File: src/rtl/irq_pkg.sv
// Shared types and helpers for the interrupt dispatcher: delivery state encoding,
// the "no interrupt" ID and a constant-foldable ceil(log2) used for port widths.
package irq_pkg;

  typedef enum logic {
    IRQ_IDLE = 1'b0,
    IRQ_BUSY = 1'b1
  } irq_state_t;

  localparam int ID_NONE = 0;

  function automatic int clog2(input int value);
    int r;
    r = 0;
    for (int i = 0; i < 31; i++) begin
      if ((1 << i) < value) r = i + 1;
    end
    return r;
  endfunction

endpackage

File: src/rtl/irq_fifo.sv
// Synchronous DEPTH x W queue of pending interrupt IDs; head is visible on dout
// without a read latency. Pushes when full and pops when empty are ignored.
module irq_fifo import irq_pkg::*; #(
  parameter int W     = 3,
  parameter int DEPTH = 16,
  localparam int AW   = clog2(DEPTH)
) (
  input  logic          clk,
  input  logic          rst,
  input  logic          push,
  input  logic          pop,
  input  logic [W-1:0]  din,
  output logic [W-1:0]  dout,
  output logic [AW:0]   count,
  output logic          full,
  output logic          empty
);

  logic [W-1:0]  mem [DEPTH];
  logic [AW-1:0] wr_ptr;
  logic [AW-1:0] rd_ptr;
  logic          do_push;
  logic          do_pop;

  assign full    = (count == (AW+1)'(DEPTH));
  assign empty   = (count == '0);
  assign do_push = push & ~full;
  assign do_pop  = pop & ~empty;
  assign dout    = mem[rd_ptr];

  // Pointers wrap naturally because DEPTH is a power of two.
  always_ff @(posedge clk) begin
    if (rst) begin
      wr_ptr <= '0;
      rd_ptr <= '0;
      count  <= '0;
    end else begin
      if (do_push) wr_ptr <= wr_ptr + AW'(1);
      if (do_pop)  rd_ptr <= rd_ptr + AW'(1);
      case ({do_push, do_pop})
        2'b10:   count <= count + (AW+1)'(1);
        2'b01:   count <= count - (AW+1)'(1);
        default: count <= count;
      endcase
    end
  end

  always_ff @(posedge clk) begin
    if (do_push) mem[wr_ptr] <= din;
  end

endmodule

File: src/rtl/irq_dispatch.sv
// Interrupt front-end: edge capture, arbitration into an ID queue, and one-at-a-time
// delivery to the core. Define IRQ_RR_EN for round-robin arbitration (default: fixed priority).
module irq_dispatch import irq_pkg::*; #(
  parameter int N_IRQ = 7,
  parameter int ID_W  = 3,
  parameter int DEPTH = 16
) (
  input  logic                  clk,
  input  logic                  rst,
  input  logic [N_IRQ-1:0]      irq,
  input  logic [N_IRQ-1:0]      irq_en,
  input  logic                  eirq,
  output logic [ID_W-1:0]       irq_id,
  output logic                  irq_strobe,
  output logic                  busy,
  output logic [clog2(DEPTH):0] fifo_count,
  output logic                  lost
);

  localparam int IDX_W = (clog2(N_IRQ) > 0) ? clog2(N_IRQ) : 1;

  logic [N_IRQ-1:0] irq_q;
  logic [N_IRQ-1:0] pending;
  logic [N_IRQ-1:0] irq_edge;
  logic [N_IRQ-1:0] grant_mask;
  logic             grant_vld;
  logic [IDX_W-1:0] grant_idx;
  logic [IDX_W-1:0] idx;
  logic [ID_W-1:0]  push_id;
  logic [ID_W-1:0]  head;
  logic             full;
  logic             empty;
  logic             pop;
  irq_state_t       state;
  irq_state_t       state_n;
  logic [ID_W-1:0]  id_n;
  logic             strobe_n;

`ifdef IRQ_RR_EN
  logic [IDX_W-1:0] rr_ptr;
`endif

  assign irq_edge = irq & ~irq_q & irq_en;
  assign push_id  = ID_W'(grant_idx) + ID_W'(1);
  assign busy     = (state == IRQ_BUSY);

  // Descending scan with last-hit-wins gives the first candidate the highest priority.
  always_comb begin
    grant_vld  = 1'b0;
    grant_idx  = '0;
    grant_mask = '0;
    idx        = '0;
    if (!full) begin
      for (int i = N_IRQ - 1; i >= 0; i--) begin
`ifdef IRQ_RR_EN
        idx = IDX_W'((int'(rr_ptr) + i) % N_IRQ);
`else
        idx = IDX_W'(i);
`endif
        if (pending[idx]) begin
          grant_vld = 1'b1;
          grant_idx = idx;
        end
      end
      if (grant_vld) grant_mask[grant_idx] = 1'b1;
    end
  end

  // Edge set takes precedence over the grant clear on the same line.
  always_ff @(posedge clk) begin
    if (rst) begin
      irq_q   <= '0;
      pending <= '0;
      lost    <= 1'b0;
    end else begin
      irq_q   <= irq;
      pending <= (pending & ~grant_mask) | irq_edge;
      lost    <= lost | (|(irq_edge & pending));
    end
  end

`ifdef IRQ_RR_EN
  always_ff @(posedge clk) begin
    if (rst) begin
      rr_ptr <= '0;
    end else if (grant_vld) begin
      rr_ptr <= (grant_idx == IDX_W'(N_IRQ - 1)) ? '0 : grant_idx + IDX_W'(1);
    end
  end
`endif

  irq_fifo #(
    .W     (ID_W),
    .DEPTH (DEPTH)
  ) u_fifo (
    .clk   (clk),
    .rst   (rst),
    .push  (grant_vld),
    .pop   (pop),
    .din   (push_id),
    .dout  (head),
    .count (fifo_count),
    .full  (full),
    .empty (empty)
  );

  always_comb begin
    state_n  = state;
    pop      = 1'b0;
    id_n     = irq_id;
    strobe_n = 1'b0;
    case (state)
      IRQ_IDLE: begin
        if (!empty) begin
          pop      = 1'b1;
          id_n     = head;
          strobe_n = 1'b1;
          state_n  = IRQ_BUSY;
        end
      end
      IRQ_BUSY: begin
        if (eirq) begin
          if (!empty) begin
            pop      = 1'b1;
            id_n     = head;
            strobe_n = 1'b1;
          end else begin
            id_n    = ID_W'(ID_NONE);
            state_n = IRQ_IDLE;
          end
        end
      end
      default: state_n = IRQ_IDLE;
    endcase
  end

  always_ff @(posedge clk) begin
    if (rst) begin
      state      <= IRQ_IDLE;
      irq_id     <= ID_W'(ID_NONE);
      irq_strobe <= 1'b0;
    end else begin
      state      <= state_n;
      irq_id     <= id_n;
      irq_strobe <= strobe_n;
    end
  end

endmodule

File: config.mk
export PLATFORM = sky130hd
export DESIGN_NAME = irq_dispatch
export DESIGN_NICKNAME = d
export VERILOG_FILES = /design/src/rtl/irq_pkg.sv /design/src/rtl/irq_fifo.sv /design/src/rtl/irq_dispatch.sv
export SDC_FILE = /design/constraint.sdc
export NUM_CORES = 1
export LEC_CHECK = 0
export ABC_CLOCK_PERIOD_IN_PS = 2980
export BUFFER_PORTS_ARGS = -buffer_cell sky130_fd_sc_hd__buf_2
export CORE_MARGIN = 2
export CORE_UTILIZATION = 30
export CTS_CLUSTER_DIAMETER = 150
export DETAILED_ROUTE_END_ITERATION = 10
export HOLD_SLACK_MARGIN = 0.02
export PLACE_DENSITY_LB_ADDON = 0.05
export SLEW_MARGIN = 20
export SYNTH_ARGS = -nofsm -noshare
export SYNTH_HDL_FRONTEND = slang
export SYNTH_SLANG_ARGS = --single-unit
File: constraint.sdc
create_clock -name clk -period 2.98 [get_ports clk]
set_input_delay 0.596 -clock clk [delete_from_list [all_inputs] [get_ports clk]]
set_output_delay 0.596 -clock clk [all_outputs]
set_load 0.02 [all_outputs]
Word level (Yosys, flattened, before mapping):

Memories as Yosys holds them, arrays and structs flattened. A register that Yosys moved wholly into a read port is not among the register bits.
Index checks and enable logic that the tools add are counted.

* flip-flop bits (word level): 33
* word-level logic and storage cells: 76
* memories kept: 1
* input bits: 17
* output and inout bits: 11
* RAM bits: 48

* order comparisons: 2
* bitwise gates (word level): 13
* $add $sub $neg: 5
* eq/ne operators: 5
* muxes and demuxes: 36
* reduce and logical (&&, ||, !) cells: 5

Memories
* u_fifo.mem: words 16, bits a word 3, rd ports 1, clocked after Yosys merged registers in 1, write ports 1, line irq_fifo.sv:19 `logic [W-1:0] mem [DEPTH];`

Operators with widths (count)
* two-way mux 3 bit: 12
* bitwise AND 7 bit: 4
* two-way mux 1 bit: 15
* two-way mux 7 bit: 2
* NOT 7 bit: 2
* case mux 5 bit (2 select lines): 1
* adder 4 x 1 -> 4 bit, second input constant: 2
* two-way mux 4 bit: 2
* OR 7 bit: 1
* OR reduction 7 bit: 1
* case mux 3 bit (2 select lines): 1
* adder 5 x 1 -> 5 bit, second input constant: 1
* == test 5 bit, second input constant: 1
* zero test 5 bit: 1
* subtractor 5 x 1 -> 5 bit, second input constant: 1
* less-than comparator 3 x 4 -> 1 bit, second input constant: 1
* != test 2 bit, second input constant: 2
* case mux 1 bit (2 select lines): 2
* adder 3 x 1 -> 3 bit, second input constant: 1
* demux 1 bit (select 3 bit): 1
* >= comparator 3 x 1 -> 1 bit, second input constant: 1
* NOT 1 bit: 3
* bitwise AND 1 bit: 2
* == test 2 x 1 -> 1 bit, second input constant: 1
* 5 further kinds: 5

Longest topological paths before layout:

Gate-level depths: netlist of the first run.

* depth after elaboration: 17
* mapped depth: 13
* mapped depth without buffers: 10

By module:

From an unflattened synthesis of the first run, not the netlist that was laid out.

* cell total of the unflattened synthesis: 287
* area total of the unflattened synthesis: 3723.6 um2

By module, submodules not included
* irq_fifo: times used 1, cells an instance 193, sequential area each 1781.7 um2, area each 2857.7 um2
* irq_dispatch: times used 1, cells an instance 94, sequential area each 400.4 um2, area each 865.8 um2

Worst setup path after synthesis of the first run:

No wires, ideal clock.

* path type: flip-flop to flip-flop
* start point: register u_fifo.count[1]
* end point: register u_fifo.count[4]
* required time: 2.898 ns
* stages on the path, launching flop included: 14
* setup slack: -0.020 ns
* arrival time: 2.918 ns
* library setup time: 0.082 ns
* cells stage by stage: dfxtp_1 buf_6 or4_4 buf_6 o21ai_2 inv_1 ha_1 clkbuf_1 xor2_1 ha_1 a21oi_1 a221o_1 a2111o_1 o2111ai_1

* word-level cells in the longest chain between the ends: 7
* elaborated cells on any way between the ends: 16

Ends and longest elaborated chain
* start: declaration: line irq_fifo.sv:14 `output logic [AW:0] count,`
* start signal: assignment: line irq_fifo.sv:41 `2'b10: count <= count + (AW+1)'(1);`
* start signal: assignment: line irq_fifo.sv:42 `2'b01: count <= count - (AW+1)'(1);`
* start signal: assignment: line irq_fifo.sv:43 `default: count <= count;`
* zero test 5 bit (*): line irq_fifo.sv:26 `assign empty = (count == '0);`
* two-way mux 1 bit: line irq_dispatch.sv:114, irq_dispatch.sv:123
* two-way mux 1 bit: line irq_dispatch.sv:122 `if (eirq) begin`
* case mux 1 bit (2 select lines): line irq_dispatch.sv:112 `case (state)`
* bitwise AND 1 bit (*): line irq_fifo.sv:28 `assign do_pop = pop & ~empty;`
* named net u_fifo.do_pop: line irq_fifo.sv:23 `logic do_pop;`
* == test 2 x 1 -> 1 bit or == test 2 bit (tied branches): line irq_fifo.sv:40 `case ({do_push, do_pop})`
* case mux 5 bit (2 select lines) or nonzero test 2 bit (tied branches)

Mark *: on every way through the listed nets, which the timed path passes. The rest lies on a longest branch.
A chain may end at the register's enable or synchronous reset.

Final worst setup path of the first run:

* start point: register u_fifo.count[0]
* end point: register u_fifo.count[4]

The elaborated chain is that of the path after synthesis.

==> flow_summary.yaml, run 1 <==
sta:
  tightest_slew_ns: 0.7001
  clock_skew_ns: 0.004728
  maxSlewHeadroom_pct: 53.32
  slew_violations: 0
  rsz0062_at_grt: "false"
  period_needed_ns: 2.755
  hold_viol: 0
  final.period_utilization_pct: 92.44
  final.setup.tns_ns: 0
  setup_viol: 0
  fmax_ghz: 0.3630
pwr:
  vdd_drop_max_mv: 0.3102
  swShare_pct: 32.89
  p_total_mw: 3.981
  leakage_nw: 1.601
  clkPwrFrac_pct: 28.2
  p_sw_mw: 1.309
  p_per_area_nw_per_um2: 915.6
  p_comb_share_pct: 32.7
  power_frac_seq_pct: 39.1
  power.internal_mw: 2.672
global_route:
  grt_max_degree: 37
  grt_pass1_wl_um: 12740
  grt_pass1_vias: 2359
  track_usage_pct: 13.34
  grt_overflow: 0
  antenna_found_initial: 0
logic_synthesis:
  syn_avg_cell_area_um2: 12.97
  synth_area_leader_cell: "edfxtp_1"
  synth_top_area_share_pct: 39.40
  synth_edf_count: 48
  ys_top_cells_by_count: "edfxtp_1 (48), dfxtp_1 (37), nor2_1 (37)"
  syn_inst: 282
  ys_top_cells_by_area: "edfxtp_1 (39%), dfxtp_1 (20%), mux4_2 (6.8%), nor2_1 (3.8%), ha_1 (3.4%)"
  syn_area_um2: 3659
  ys.flop_type: "edfxtp_1"
  synth.distinct_cells: 48
  yosysSeqAreaShare_pct: 59.64
  synth.most_common_cell: "edfxtp_1"
  synthArstFlopShare_pct: 0
  synth-seq-cells: 85
  synth_fp_nets: 309
  yosys_warnings: 0
final_layout:
  drive_gt1_share_pct: 24.70
  fin_util_pct: 36.35
  fillCellCount: 1150
  final_nets: 350
  layoutNonFillerInstCount: 475
  area.growth.synth_to_final_pct: 18.84
  n_antenna_cell: 0
floorplanning:
  initial_core_util_pct: 30.59
  dieArea_um2: 13090
  row_count: 40
  io_pins: 28
  die_h_um: 114.4
  die_x_um: 114.4
  design.core.area_um2: 11960
min_path:
  hold_class: "input pin to register"
clock_tree:
  clk_latency_ns: 0.34
  numCtsBuffers: 9
  post_cts_buffers: 0
  cts-resized-gates: 0
  cts_root_buffer: "clkbuf_16"
  clk_pin_slew_ns: 0.06
  clock_sinks: 85
  cts_hold_buf: 0
  cts_tree: "yes"
  cts_buffer_depth: 2
  htree_levels: 3
placement:
  placed_cells: 459
  portBuffers: 27
  place.detailed.hpwl_um: 5577
  gp_congestion: 0.7280
route:
  route.detailed.drc: 0
  vias: 2301
  via_per_inst: 4.844
  drt-initial-drc-count: 75
  dr.pass1.iters: 4
  wl_per_cell_um: 16.68
  ant_nets: 0
  postRouteWirelength_um: 7923
critical_path:
  path_max_fanout: 8
  cp_slowest_cell: "or4_4"
  required_ns: 3.24
  cp-end-kind: "register"
  crit_family: "compound AO/OA/AOI/OAI gates"
  path_common_cell: "ha_1"
  path_cells: "or4_4 -> o21ai_4 -> inv_1 -> ha_1 -> xor2_1 -> ha_1 -> a21oi_1 -> a221o_1 -> a2111o_1 -> o2111ai_1"
  cp-start-kind: "register"
  slowest_delay_ns: 0.61
  critPathBufInv: 1
  critical_path_class: "register to register"
  critPathArrivalTime_ns: 3.01
run_status:
  status: "finished clean"
run:
  maxCapViolations: 0
cell families after synthesis:
family	Yosys count	share of synthesized area, %
AOI/OAI and AO/OA	47	9.508
xor gates and xnor gates	9	2.155
adders and majority gates	10	3.420
buffers and inverters	25	3.249
DFF	85	59.64
muxes	18	10.47
and+or+nand+nor	88	11.56
worst register-to-register path: stages, from the launching register on:
cell and delay [ns]:
dfxtp_1 0.31, or4_4 0.61, o21ai_4 0.22, inv_1 0.09, ha_1 0.24, xor2_1 0.15
ha_1 0.18, a21oi_1 0.07, a221o_1 0.33, a2111o_1 0.39, o2111ai_1 0.08
per-layer routing:
metal	wire, µm	up-vias	track usage (%)
li1	-	1131	-
met1	3937	1124	18.42
met2	3549	32	19.49
met3	244	14	3.229
met4	192	0	6.829
met5	0	-	0
final cells by class:
cell class,instances,area (µm²),area share [%]
flip-flops and latches,85,2182,50.19
inverters,11,41.29,0.9496
clock inverters,7,73.82,1.698
repair buffers,44,262.8,6.043
multi-input cells,172,1379,31.71
clock buffers,9,225.2,5.180
well taps,147,183.9,4.230
layout by cell type (no fill, tap or decap), types with 3 or more instances in the layout:
cell,n
edfxtp_1,48
nor2_1,37
dfxtp_1,37
buf_2,27
buf_4,17
nand2_1,15
inv_1,11
mux4_2,11
a21oi_1,10
ha_1,10
clkbuf_16,9
nor2b_1,7
nand2b_1,6
o21ai_0,6
nor3_1,6
xor2_1,6
mux4_1,4
or3_1,4
a21o_1,3
a221o_1,3
a22oi_1,3
a22o_1,3
mux2i_1,3
state kept, by name, indices dropped and copies added, names as in the netlist, 3 cells and up, named ones only:
register	flops
u_fifo.wr_ptr	4
irq_id	3
u_fifo.mem	48
u_fifo.count	5
pending	7
irq_q	7
u_fifo.rd_ptr	4
power groups by stage:
stage	sequential (mW)	combinational [mW]	clock [mW]
after floorplan	1.63	0.839	0
after global routing	1.58	1.44	1.22
after CTS	1.56	1.31	1.17
after detailed placement	1.59	1.30	0
after global placement	1.59	1.30	0
final	1.56	1.30	1.12
per-stage QoR:
| stage | cell area [µm²] | setup slack [ns] | hold WS, ns |
|---|---|---|---|
| 2_1_floorplan | 3666 | 0.01562 | 0.4798 |
| 3_3_place_gp | 4035 | 0.3413 | 0.4524 |
| 3_5_place_dp | 4035 | 0.2519 | 0.4609 |
| 4_1_cts | 4334 | 0.2236 | 0.4613 |
| 5_1_grt | 4348 | 0.02195 | 0.4822 |
| 6_report | 4348 | 0.2253 | 0.4720 |
worst paths after layout:
path / to / depth (start not counted) / startpoint / slack (ns)
worst min-delay path: irq_q[4]$_SDFF_PP0_ / 2 / irq[4] / 0.47
worst max register to register: u_fifo.count[4]$_SDFFE_PP0P_ / 10 / u_fifo.count[0]$_SDFFE_PP0P_ / 0.23
worst min register to register: irq_id[2]$_SDFFE_PP0P_ / 1 / irq_id[2]$_SDFFE_PP0P_ / 0.47
worst max-delay path: u_fifo.count[4]$_SDFFE_PP0P_ / 10 / u_fifo.count[0]$_SDFFE_PP0P_ / 0.23
Power figures use the tool's default switching activity.
==> run 2, diff against run 1 <==
--- a/config.mk
+++ b/config.mk
@@ -8,12 +8,12 @@
 export ABC_CLOCK_PERIOD_IN_PS = 2980
 export BUFFER_PORTS_ARGS = -buffer_cell sky130_fd_sc_hd__buf_2
 export CORE_MARGIN = 2
-export CORE_UTILIZATION = 30
+export CORE_UTILIZATION = 53
 export CTS_CLUSTER_DIAMETER = 150
+export CTS_CLUSTER_SIZE = 8
 export DETAILED_ROUTE_END_ITERATION = 10
 export HOLD_SLACK_MARGIN = 0.02
 export PLACE_DENSITY_LB_ADDON = 0.05
-export SLEW_MARGIN = 20
 export SYNTH_ARGS = -nofsm -noshare
 export SYNTH_HDL_FRONTEND = slang
 export SYNTH_SLANG_ARGS = --single-unit
==> run 2 against run 1 <==
  * Largest cell class unchanged
  * Design area fell by 4.6%
  * Sequential power about the same
  * Critical endpoint unchanged
  * Critical path depth unchanged
  * Final cell count decreased by 15%
==> flow_summary.yaml, run 2 (synthesized netlist as in run 1, its figures left out) <==
route:
  ant_nets: 0
  route.detailed.drc: 0
  drt-initial-drc-count: 158
  postRouteWirelength_um: 6777
  wl_per_cell_um: 16.82
  via_per_inst: 5.687
  vias: 2292
  dr.pass1.iters: 4
sta:
  period_needed_ns: 2.787
  fmax_ghz: 0.3588
  setup_viol: 0
  maxSlewHeadroom_pct: 30.25
  tightest_slew_ns: 1.043
  slew_violations: 0
  final.setup.tns_ns: 0
  final.period_utilization_pct: 93.51
  timing.hold.ws_ns: 0.4534
  hold_viol: 0
  clock_skew_ns: 0.01075
final_layout:
  final_nets: 345
  final_common_cell: "edfxtp_1"
  regMostFlops: "u_fifo.mem"
  top_regs: "u_fifo.mem x48, irq_q x7, pending x7"
  drive_gt1_share_pct: 24.15
  fillCellCount: 547
  largest_register_ffs: 48
  final_area_um2: 4146
  area.growth.synth_to_final_pct: 13.34
  mostFrequentLayoutCells: "edfxtp_1 (48), nor2_1 (37), dfxtp_1 (35)"
  n_antenna_cell: 0
floorplanning:
  design.core.area_um2: 6719
  die_h_um: 87.09
  initial_core_util_pct: 54.45
  dieArea_um2: 7584
  row_count: 30
  die_x_um: 87.09
  io_pins: 28
pwr:
  p_total_mw: 3.715
  vdd_drop_max_mv: 0.3726
  p_per_area_nw_per_um2: 895.8
  leakage_nw: 1.533
placement:
  portBuffers: 27
  place.detailed.hpwl_um: 4756
  place_area_um2: 3899
  gp_congestion: 0.8000
min_path:
  hold_class: "input pin to register"
  min-delay-start: "irq[0]"
global_route:
  antenna_found_initial: 0
  track_usage_pct: 19.85
  grt_max_degree: 37
  grt_pass1_wl_um: 11160
  grt_pass1_vias: 2185
  grt_overflow: 0
critical_path:
  reg2reg_from: "u_fifo.count[0]$_SDFFE_PP0P_"
  startpoint: "u_fifo.count[0]$_SDFFE_PP0P_"
  path_max_fanout: 8
  cp-start-kind: "register"
  required_ns: 3.26
  critPathArrivalTime_ns: 3.07
  critical_path_class: "register to register"
  cp-end-kind: "register"
  rrSetupSlack_ns: 0.19
clock_tree:
  clock_sinks: 85
  htree_levels: 3
  numCtsBuffers: 9
  clk_latency_ns: 0.36
  cts_root_buffer: "clkbuf_8"
  cts_tree: "yes"
  cts_buffer_depth: 2
  clk_pin_slew_ns: 0.09
run:
  maxCapViolations: 0
run_status:
  status: "finished clean"
-- run 2: repair_timing --
item,4_1_cts,5_1_grt
setup buffers,0,2
resized for setup,0,4
hold buffers,0,0
endpoints found under the setup margin,0,18
-- run 2: path summary, 6_finish.rpt --
check                           cells after the start                      endpoint
worst max-delay path                               10  u_fifo.count[4]$_SDFFE_PP0P_
worst max register to register                     10  u_fifo.count[4]$_SDFFE_PP0P_
worst min register to register                      1        irq_id[0]$_SDFFE_PP0P_
worst min-delay path                                2           irq_q[0]$_SDFF_PP0_
-- run 2: metal layers --
layer | vias to the layer above | wire [µm] | track usage (%)
li1 | 1119 | - | -
met1 | 1128 | 3470 | 29.03
met2 | 36 | 2976 | 28.52
met3 | 9 | 242 | 6.256
met4 | 0 | 86 | 5.966
met5 | - | 0 | 0
-- run 2: per-stage QoR --
| step | worst slack (ns) | utilization, % | instances |
|---|---|---|---|
| 6_report | 0.1933 | 61.71 | 403 |
| 2_1_floorplan | 0.01562 | - | 282 |
| 4_1_cts | 0.08598 | 61.32 | 401 |
| 3_3_place_gp | 0.2007 | 58.03 | 385 |
| 5_1_grt | -0.0002178 | 61.71 | 403 |
| 3_5_place_dp | 0.1234 | 58.03 | 385 |
-- run 2: layout make-up --
type | instances | area, µm² | area share [%]
multi-input combinational | 172 | 1374 | 33.13
timing repair buffer | 39 | 225.2 | 5.431
inverter | 11 | 41.29 | 0.9958
clock buffer | 9 | 123.9 | 2.987
clock inverter | 7 | 97.59 | 2.354
tap | 80 | 100.1 | 2.414
sequential | 85 | 2185 | 52.69
-- run 2: critical path, stage by stage (launching register included) --
cell	delay, ns
dfxtp_2	0.37
or4_4	0.62
o21ai_4	0.21
inv_1	0.09
ha_2	0.23
xor2_1	0.15
ha_1	0.18
a21oi_1	0.07
a221o_1	0.33
a2111o_1	0.39
o2111ai_1	0.07
-- run 2: where the power goes --
group	switching, mW	total, mW	internal (mW)	leakage (nW)
Combinational	0.674	1.24	0.567	0.687
Sequential	0.117	1.57	1.46	0.740
Clock	0.425	0.901	0.476	0.106
Total	1.22	3.71	2.50	1.53
